--- config.mk ---
export PLATFORM = sky130hd
export DESIGN_NAME = obsluga_przerwan
export DESIGN_NICKNAME = d
export VERILOG_FILES = /design/src/rtl/przerwanie_pkg.sv /design/src/rtl/stos_powrotu.sv /design/src/rtl/obsluga_przerwan.sv
export SDC_FILE = /design/constraint.sdc
export NUM_CORES = 1
export LEC_CHECK = 0
export ABC_AREA = 1
export BUFFER_PORTS_ARGS = -buffer_cell sky130_fd_sc_hd__buf_2
export CORE_ASPECT_RATIO = 0.7
export CORE_MARGIN = 2
export CORE_UTILIZATION = 51
export DETAILED_ROUTE_END_ITERATION = 6
export PLACE_DENSITY = 0.84
export SYNTH_ARGS = -nofsm -noshare
export SYNTH_HDL_FRONTEND = slang
export SYNTH_SLANG_ARGS = --single-unit
--- constraint.sdc ---
create_clock -name clk -period 2.1 [get_ports clk]
set_input_delay 0.105 -clock clk [delete_from_list [all_inputs] [get_ports clk]]
set_output_delay 0.105 -clock clk [all_outputs]
set_load 0.05 [all_outputs]
--- src/rtl/przerwanie_pkg.sv ---
// Shared definitions for the interrupt controller and the core-side responder:
// vector encodings and the responder state type.
package przerwanie_pkg;

  localparam logic [7:0] VEC_EXT   = 8'h02;
  localparam logic [7:0] VEC_TIMER = 8'h04;

  typedef enum logic [1:0] {
    IDLE,
    ENTRY,
    RET_POP
  } isr_state_t;

endpackage

--- src/rtl/stos_powrotu.sv ---
// Hardware return-address LIFO: DEPTH entries of AW bits, pointer-only reset,
// combinational top-of-stack read.
module stos_powrotu #(
  parameter int AW    = 8,
  parameter int DEPTH = 4
) (
  input  logic          clk,
  input  logic          rst,
  input  logic          push,
  input  logic          pop,
  input  logic [AW-1:0] din,
  output logic          full,
  output logic          empty,
  output logic [AW-1:0] top
);

  localparam int PW  = $clog2(DEPTH);
  localparam int SPW = PW + 1;

  logic [AW-1:0]  stack_q [DEPTH];
  logic [SPW-1:0] sp_q, sp_d;
  logic [PW-1:0]  top_idx;

  assign full    = (sp_q == SPW'(DEPTH));
  assign empty   = (sp_q == '0);
  assign top_idx = sp_q[PW-1:0] - PW'(1);
  assign top     = stack_q[top_idx];

  always_comb begin
    sp_d = sp_q;
    if (push && !full)
      sp_d = sp_q + SPW'(1);
    else if (pop && !empty)
      sp_d = sp_q - SPW'(1);
  end

  always_ff @(posedge clk) begin
    if (rst) sp_q <= '0;
    else     sp_q <= sp_d;
  end

  // NOTE: the storage array is deliberately not reset; an empty pointer already
  // makes every entry unreachable, and leaving it out keeps it a plain RAM.
  always_ff @(posedge clk) begin
    if (push && !full)
      stack_q[sp_q[PW-1:0]] <= din;
  end

endmodule

--- src/rtl/obsluga_przerwan.sv ---
// Core-side interrupt responder: latches requests, enters the ISR at an
// instruction boundary via a return stack, and returns on RETI.
module obsluga_przerwan
  import przerwanie_pkg::*;
#(
  parameter int AW    = 8,
  parameter int DEPTH = 4
) (
  input  logic          clk,
  input  logic          rst,
  input  logic          przerwanie,
  input  logic [AW-1:0] int_vector,
  input  logic          instr_boundary,
  input  logic [AW-1:0] ret_addr,
  input  logic          reti,
  output logic          pc_load,
  output logic [AW-1:0] pc_value,
  output logic          flush,
  output logic          int_disable,
  output logic          int_enable,
  output logic          in_isr,
  output logic          int_lost,
  output logic          stack_err
);

  isr_state_t    state_q, state_d;
  logic          pend_q, pend_d;
  logic [AW-1:0] pend_vec_q, pend_vec_d;
  logic [AW-1:0] ret_q, ret_d;
  logic          pc_load_q, pc_load_d;
  logic [AW-1:0] pc_value_q, pc_value_d;
  logic          int_disable_q, int_disable_d;
  logic          int_enable_q, int_enable_d;
  logic          int_lost_q, int_lost_d;
  logic          stack_err_q, stack_err_d;

  logic          push, pop, full, empty;
  logic [AW-1:0] top;
  logic          boundary_ok, pend_live;

  stos_powrotu #(.AW(AW), .DEPTH(DEPTH)) u_stos (
    .clk   (clk),
    .rst   (rst),
    .push  (push),
    .pop   (pop),
    .din   (ret_q),
    .full  (full),
    .empty (empty),
    .top   (top)
  );

  // A boundary seen while the redirect is still on the bus belongs to flushed code.
  assign boundary_ok = instr_boundary && !pc_load_q;
  assign pend_live   = pend_q && (state_q != ENTRY);

  // NOTE: every signal gets a default before the case so no path leaves it
  // unassigned, which would otherwise infer a latch.
  always_comb begin
    state_d       = state_q;
    pend_d        = pend_q;
    pend_vec_d    = pend_vec_q;
    ret_d         = ret_q;
    push          = 1'b0;
    pop           = 1'b0;
    pc_load_d     = 1'b0;
    pc_value_d    = '0;
    int_disable_d = 1'b0;
    int_enable_d  = 1'b0;
    int_lost_d    = 1'b0;
    stack_err_d   = 1'b0;

    unique case (state_q)
      IDLE: begin
        if (boundary_ok && reti) begin
          if (!empty) state_d     = RET_POP;
          else        stack_err_d = 1'b1;
        end else if (boundary_ok && pend_q && !full) begin
          state_d = ENTRY;
          ret_d   = ret_addr;
        end
      end
      ENTRY: begin
        push          = 1'b1;
        pend_d        = 1'b0;
        pc_load_d     = 1'b1;
        pc_value_d    = pend_vec_q;
        int_disable_d = 1'b1;
        state_d       = IDLE;
      end
      RET_POP: begin
        pop          = 1'b1;
        pc_load_d    = 1'b1;
        pc_value_d   = top;
        int_enable_d = 1'b1;
        state_d      = IDLE;
      end
      default: state_d = IDLE;
    endcase

    // Request latch runs in every state; a lower vector number has priority.
    if (przerwanie) begin
      if (!pend_live) begin
        pend_d     = 1'b1;
        pend_vec_d = int_vector;
      end else begin
        int_lost_d = 1'b1;
        if (int_vector < pend_vec_q)
          pend_vec_d = int_vector;
      end
    end
  end

  always_ff @(posedge clk) begin
    if (rst) begin
      state_q       <= IDLE;
      pend_q        <= 1'b0;
      pend_vec_q    <= '0;
      ret_q         <= '0;
      pc_load_q     <= 1'b0;
      pc_value_q    <= '0;
      int_disable_q <= 1'b0;
      int_enable_q  <= 1'b0;
      int_lost_q    <= 1'b0;
      stack_err_q   <= 1'b0;
    end else begin
      state_q       <= state_d;
      pend_q        <= pend_d;
      pend_vec_q    <= pend_vec_d;
      ret_q         <= ret_d;
      pc_load_q     <= pc_load_d;
      pc_value_q    <= pc_value_d;
      int_disable_q <= int_disable_d;
      int_enable_q  <= int_enable_d;
      int_lost_q    <= int_lost_d;
      stack_err_q   <= stack_err_d;
    end
  end

  assign pc_load     = pc_load_q;
  assign pc_value    = pc_value_q;
  assign flush       = pc_load_q;
  assign int_disable = int_disable_q;
  assign int_enable  = int_enable_q;
  assign int_lost    = int_lost_q;
  assign stack_err   = stack_err_q;
  assign in_isr      = !empty;

endmodule
# Word-level counts from Yosys, hierarchy flattened
# Memories as Yosys holds them, arrays and structs flattened.
# Cells that the tools add are included.
[classes] addsub=3 magnitude_cmp=1 eq_ne=6 n_mux=18 bitwise=3 n_reduce_logical=21
[ops] op="8-bit two-way mux" n=2
[ops] op="8-bit case mux with 2 select lines" n=1
[ops] op="1-bit two-way mux" n=10
[ops] op="8-bit less-than comparator" n=1
[ops] op="1-bit logical AND" n=7
[ops] op="2-bit two-way mux" n=3
[ops] op="3-bit two-way mux" n=2
[ops] op="2-bit OR reduction" n=3
[ops] op="2-bit by 1-bit != test with 1-bit output (second input constant)" n=2
[ops] op="2-bit AND reduction" n=2
[ops] op="2-bit nonzero test" n=2
[ops] op="3-bit by 1-bit adder with 3-bit output (second input constant)" n=1
[ops] op="3-bit == test (second input constant)" n=1
[ops] op="1-bit logical NOT" n=3
[ops] op="3-bit logical NOT" n=1
[ops] op="1-bit NOT" n=3
[ops] op="3-bit AND reduction" n=1
[ops] op="3-bit OR reduction" n=1
[ops] op="3-bit by 1-bit subtractor with 3-bit output (second input constant)" n=1
[ops] op="2-bit by 1-bit == test with 1-bit output (second input constant)" n=1
[ops] op="2-bit == test (second input constant)" n=1
[ops] op="2-bit logical NOT" n=1
[ops] op="2-bit != test (second input constant)" n=1
[ops] op="2-bit by 1-bit subtractor with 2-bit output (second input constant)" n=1
[totals] regBits=35 ram_bits=32 input_bits=21 elab_cells=64 mem_count=1
[mem_list] memory="u_stos.stack_q" words=4 word_bits=8 read_ports=1 rd_clocked_by_memory_dff=0 write_ports=1 line="stos_powrotu.sv:20" source="logic [AW-1:0] stack_q [DEPTH];"

# Logic depth before layout (Yosys ltp)
[logic_depth] word_depth=6 ltp_mapped=13

# By module
# Synthesis repeated with hierarchy kept, for this count alone.
[unflattened] cells_unflattened=312 hier_area_um2=2992.9
[by_module_without_submodules] module="obsluga_przerwan" n_inst=1 cells_per_inst=196 area_per_inst_um2=1526.5 seq_area_each_um2=640.6
[by_module_without_submodules] module="stos_powrotu" n_inst=1 cells_per_inst=116 area_per_inst_um2=1466.4 seq_area_each_um2=1021.0

# Least setup slack after synthesis
# OpenSTA, ideal clock, no wires.
[synth_path] kind="register to register" start="register u_stos.sp_q[0]" end="register u_stos.sp_q[2]" setup_time_ns=0.120 arrival_ns=1.991 required_ns=1.980 slack_ns=-0.011 path_stages_with_launch=13 path_buffers=1 period_less_slack_ns=2.111 path_cell_list="dfxtp_1 -> buf_4 -> inv_2 -> ha_1 -> nand2_1 -> inv_1 -> nor2_2 -> inv_2 -> fa_1 -> nor3_1 -> a21oi_1 -> o21ai_0 -> a21oi_1"
[synth_via] elab_chain_cells=4 word_cells_on_any_way=11 cone_classes="2 x add/sub; 1 x eq/ne; 2 x mux; 6 x reduce/logical"
[synth_rtl] item="from (decl)" line="stos_powrotu.sv:21" source="logic [SPW-1:0] sp_q, sp_d;"
[synth_rtl] item="from (signal assigned)" line="stos_powrotu.sv:39" source="else sp_q <= sp_d;"
[synth_rtl] item="branches (longest 4 deep; another with 3-bit by 1-bit subtractor with 3-bit output)"
# Parallel ways; which one is timed is not known. The select of a mux whose other input is x is not followed.
# A chain may end at the register's enable or synchronous reset.

# Worst setup path in the final report
[layout_path] start="register u_stos.sp_q[1]" end="register u_stos.sp_q[2]"
# Same word-level chain as after synthesis.

==> key figures <==
Routing
  – DR iter-0 viols: 97
  – Avg WL per Cell: about 14 µm
  – DR vias/cell: 4.99
  – First-pass detailed-route iteration total: 4
  – Post-route ant nets: 0
  – Final WL: 5.62 mm
  – Vias: ~2000
  – Number of remaining DRC errors: 0

Timing
  – Final period util: between 80 and 90%
  – Fin. max-slew vios: 0
  – Skew final: about 0.013 ns
  – Fin. Hold Viols: 0
  – Endpoints failing setup: 0
  – RSZ-0062 raised after global routing: false
  – Setup_tns: 0 ns
  – Final worst slack: 0.250 ns
  – Min Tclk post-route: 1.85 ns
  – Measured slew at the worst slew-check pin: around 0.48 ns
  – Hold WS: 0.0192 ns
  – Fmax: between 500 and 600 MHz
  – Rel. slew slack: 67.9%

Setup path
  – R2R Setup Slk: ~0.25 ns
  – Crit path buffers/inverters: 3
  – Worst-path maximum fanout: 5
  – Crit. End Element: register
  – RR Endpoint: u_stos.sp_q[2]
  – Critical path's slowest cell: dfxtp_4
  – Crit path kind: register to register
  – R2R depth: 11
  – Crit path cell chain: inv_1 > ha_1 > nand2_1 > inv_1 > nor2_4 > inv_2 > fa_2 > nor3_2 > a21oi_1 > o21ai_1 > a21oi_1
  – Worst endpoint data arrival time: ~2.1 ns
  – CP required: 2.33 ns
  – CP max stage delay: ~0.38 ns
  – Reg2Reg Launch Point: u_stos.sp_q[1]
  – Critical path launch point type: register
  – Delay-heaviest family, CP: adder cells

Yosys
  – Post-Syn Area: 2900 µm²
  – Register area share after synthesis: between 50 and 60%
  – Top_reg_cell synth: dfxtp_1
  – Post-synthesis cell type count: 28
  – EDFF count, synth: 32
  – Mean Syn Cell Area: 10.1 µm²
  – FFs w/ async S/R, synth: 0%
  – FF+latch count, synth: between 60 and 70
  – Synth Warn #: 0
  – Gate count of the mapped netlist: between 200 and 300
  – Syn_nets: 324

Cells and area
  – Commonest non-fill, non-tap cells in the layout: nor2_1, inv_1, buf_2, dfxtp_1, edfxtp_1
  – Layout overhead on the synthesized area: 16.1%
  – Final core occ: 62.8%
  – Most common cell after layout, fill and taps aside: nor2_1
  – Fill cells: around 440
  – Area of the multi-input gates: approximately 1000 µm²
  – Fraction of layout cells with a size suffix above 1: ~22%
  – Flip-flop and latch area: 1670 µm²
  – Antenna fix cells: 0
  – Final net count: about 370

GRT
  – GRT overflow: 0
  – Total global-route track usage: about a fifth
  – First-pass GRT wire length: around 8.9 mm
  – Number of global-route vias before repair: about 1900
  – Antenna violations before repair: 0
  – Pin count of the biggest net entering global routing: 22

Power
  – Leak: approximately 1.4 nW
  – Maximum VDD drop: around 400 µV
  – Pwr dens: between 800 and 900 nW/µm²
  – Tot Pwr: between 2 and 3 mW

Job
  – Max Cap Viol: 0

Place
  – DP HPWL: between 3 and 4 mm
  – I/O Buffers: 35
  – Setup WS pre-CTS: 0.0826 ns
  – Routability cong.: roughly 0.83

CTS
  – CTS sink cnt: 67
  – Clock Pin Slew Worst Setup and Hold Paths: approximately 0.07 ns
  – Num CTS Buffers: 9
  – H-tree depth: 3
  – Clock buffer depth: 2
  – Insertion delay to the later sink of the worst-skew pair: 0.34 ns
  – CTS tree: done
  – Post CTS Setup Buffer Count: 0
  – Root buffer selected by CTS: clkbuf_8

Hold path
  – Worst hold path class: primary input to register
  – Worst hold path endpoint: ret_q[5]
  – Hold depth: 3
  – Hold path start: ret_addr[5]

Floorplan
  – Ports: 36
  – Core area: about 5400 µm²
  – Starting Density: between 50% and 60%
  – Width of the die: ~94 µm
  – # rows: 22
  – Total die area: 6320 µm²
  – Die Ht: ~67 µm

Run status
  – Status: complete, no violations
-- how the worst max path moves through the flow --
stage                        start        endpoint  slack [ns]  cells after the start
detailed placement  u_stos.sp_q[1]  u_stos.sp_q[2]        0.08                     11
global route        u_stos.sp_q[1]  u_stos.sp_q[2]        0.03                     11
floorplan           u_stos.sp_q[0]  u_stos.sp_q[2]        0.03                     12
finish              u_stos.sp_q[1]  u_stos.sp_q[2]        0.25                     11
global placement    u_stos.sp_q[1]  u_stos.sp_q[2]        0.17                     11
CTS                 u_stos.sp_q[1]  u_stos.sp_q[2]        0.08                     11
-- what timing repair did --
item                                    CTS  global route
endpoints found under the setup margin    0             1
hold endpoints to repair                  4             0
resized for setup                         0             6
hold buffers                              1             0
-- registers in the layout (all words and copies together) (netlist names) --
signal	cells
ret_q	8
u_stos.sp_q	3
int_lost	1
flush	1
pend_vec_q	8
pend_q	1
u_stos.stack_q	32
stack_err	1
pc_value	8
state_q	2
int_enable	1
int_disable	1
-- where the power goes --
group | internal [mW] | switching, mW
sequential | 1.40 | 0.0295
combinational | 0.109 | 0.193
clock | 0.653 | 0.482
-- logic make-up (layout without fill, tap and decap cells) --
kind of cell               after synthesis  in the layout  share of synthesized area, %
adders and majority gates               15             15                          6.72
muxes                                    8              8                          2.76
buffers and inverters                   50             99                          8.66
AOI/OAI and AO/OA                       52             52                          10.3
and+or+nand+nor                         96             96                          14.4
DFF                                     67             67                          57.2
-- cell type report --
class | instances | area share [%]
sequential | 67 | 49.4
multi-input combinational | 171 | 29.7
timing repair buffer | 44 | 7.28
clock buffer | 11 | 4.83
inverter | 39 | 4.34
tap | 72 | 2.67
clock inverter | 5 | 1.71
-- cell usage after synthesis, types with 2 or more instances --
cell type,count,area [µm²]
nand3_1,7,35.0
inv_1,36,135
inv_2,3,11.3
buf_4,2,15.0
edfxtp_1,32,961
a21oi_2,2,17.5
buf_6,3,33.8
a22oi_1,8,60.1
nand3_2,3,30.0
mux2i_1,8,80.1
o21ai_1,6,30.0
dfxtp_1,35,701
clkbuf_8,2,27.5
nor3_2,2,20.0
o21ai_0,13,65.1
nor2_1,49,184
o22ai_1,8,50.1
a21oi_1,15,75.1
buf_2,2,10.0
ha_1,14,175
nor3_1,3,15.0
nand2_1,29,109
-- tightest hold or removal path, cell delays in order --
cell and delay, ns:
buf_2 0.07, o21ai_0 0.07, nor2_1 0.08
-- metrics by stage --
step	cells	cell area, µm²
after floorplan	288	2910
after global placement	392	3120
after detailed placement	392	3120
after CTS	409	3350
after global routing	409	3370
final	409	3370
-- metal layers --
| metal | global-route usage, % | vias up | part of all wire (%) |
|---|---|---|---|
| met2 | 31.3 | 53 | 48 |
| li1 | - | 1048 | - |
| met1 | 23.8 | 930 | 45 |
| met5 | 0 | - | 0 |
| met3 | 6.67 | 8 | 5.9 |
| met4 | 8.88 | 0 | 1.3 |
No activity file was read; power rests on OpenSTA's default activity.
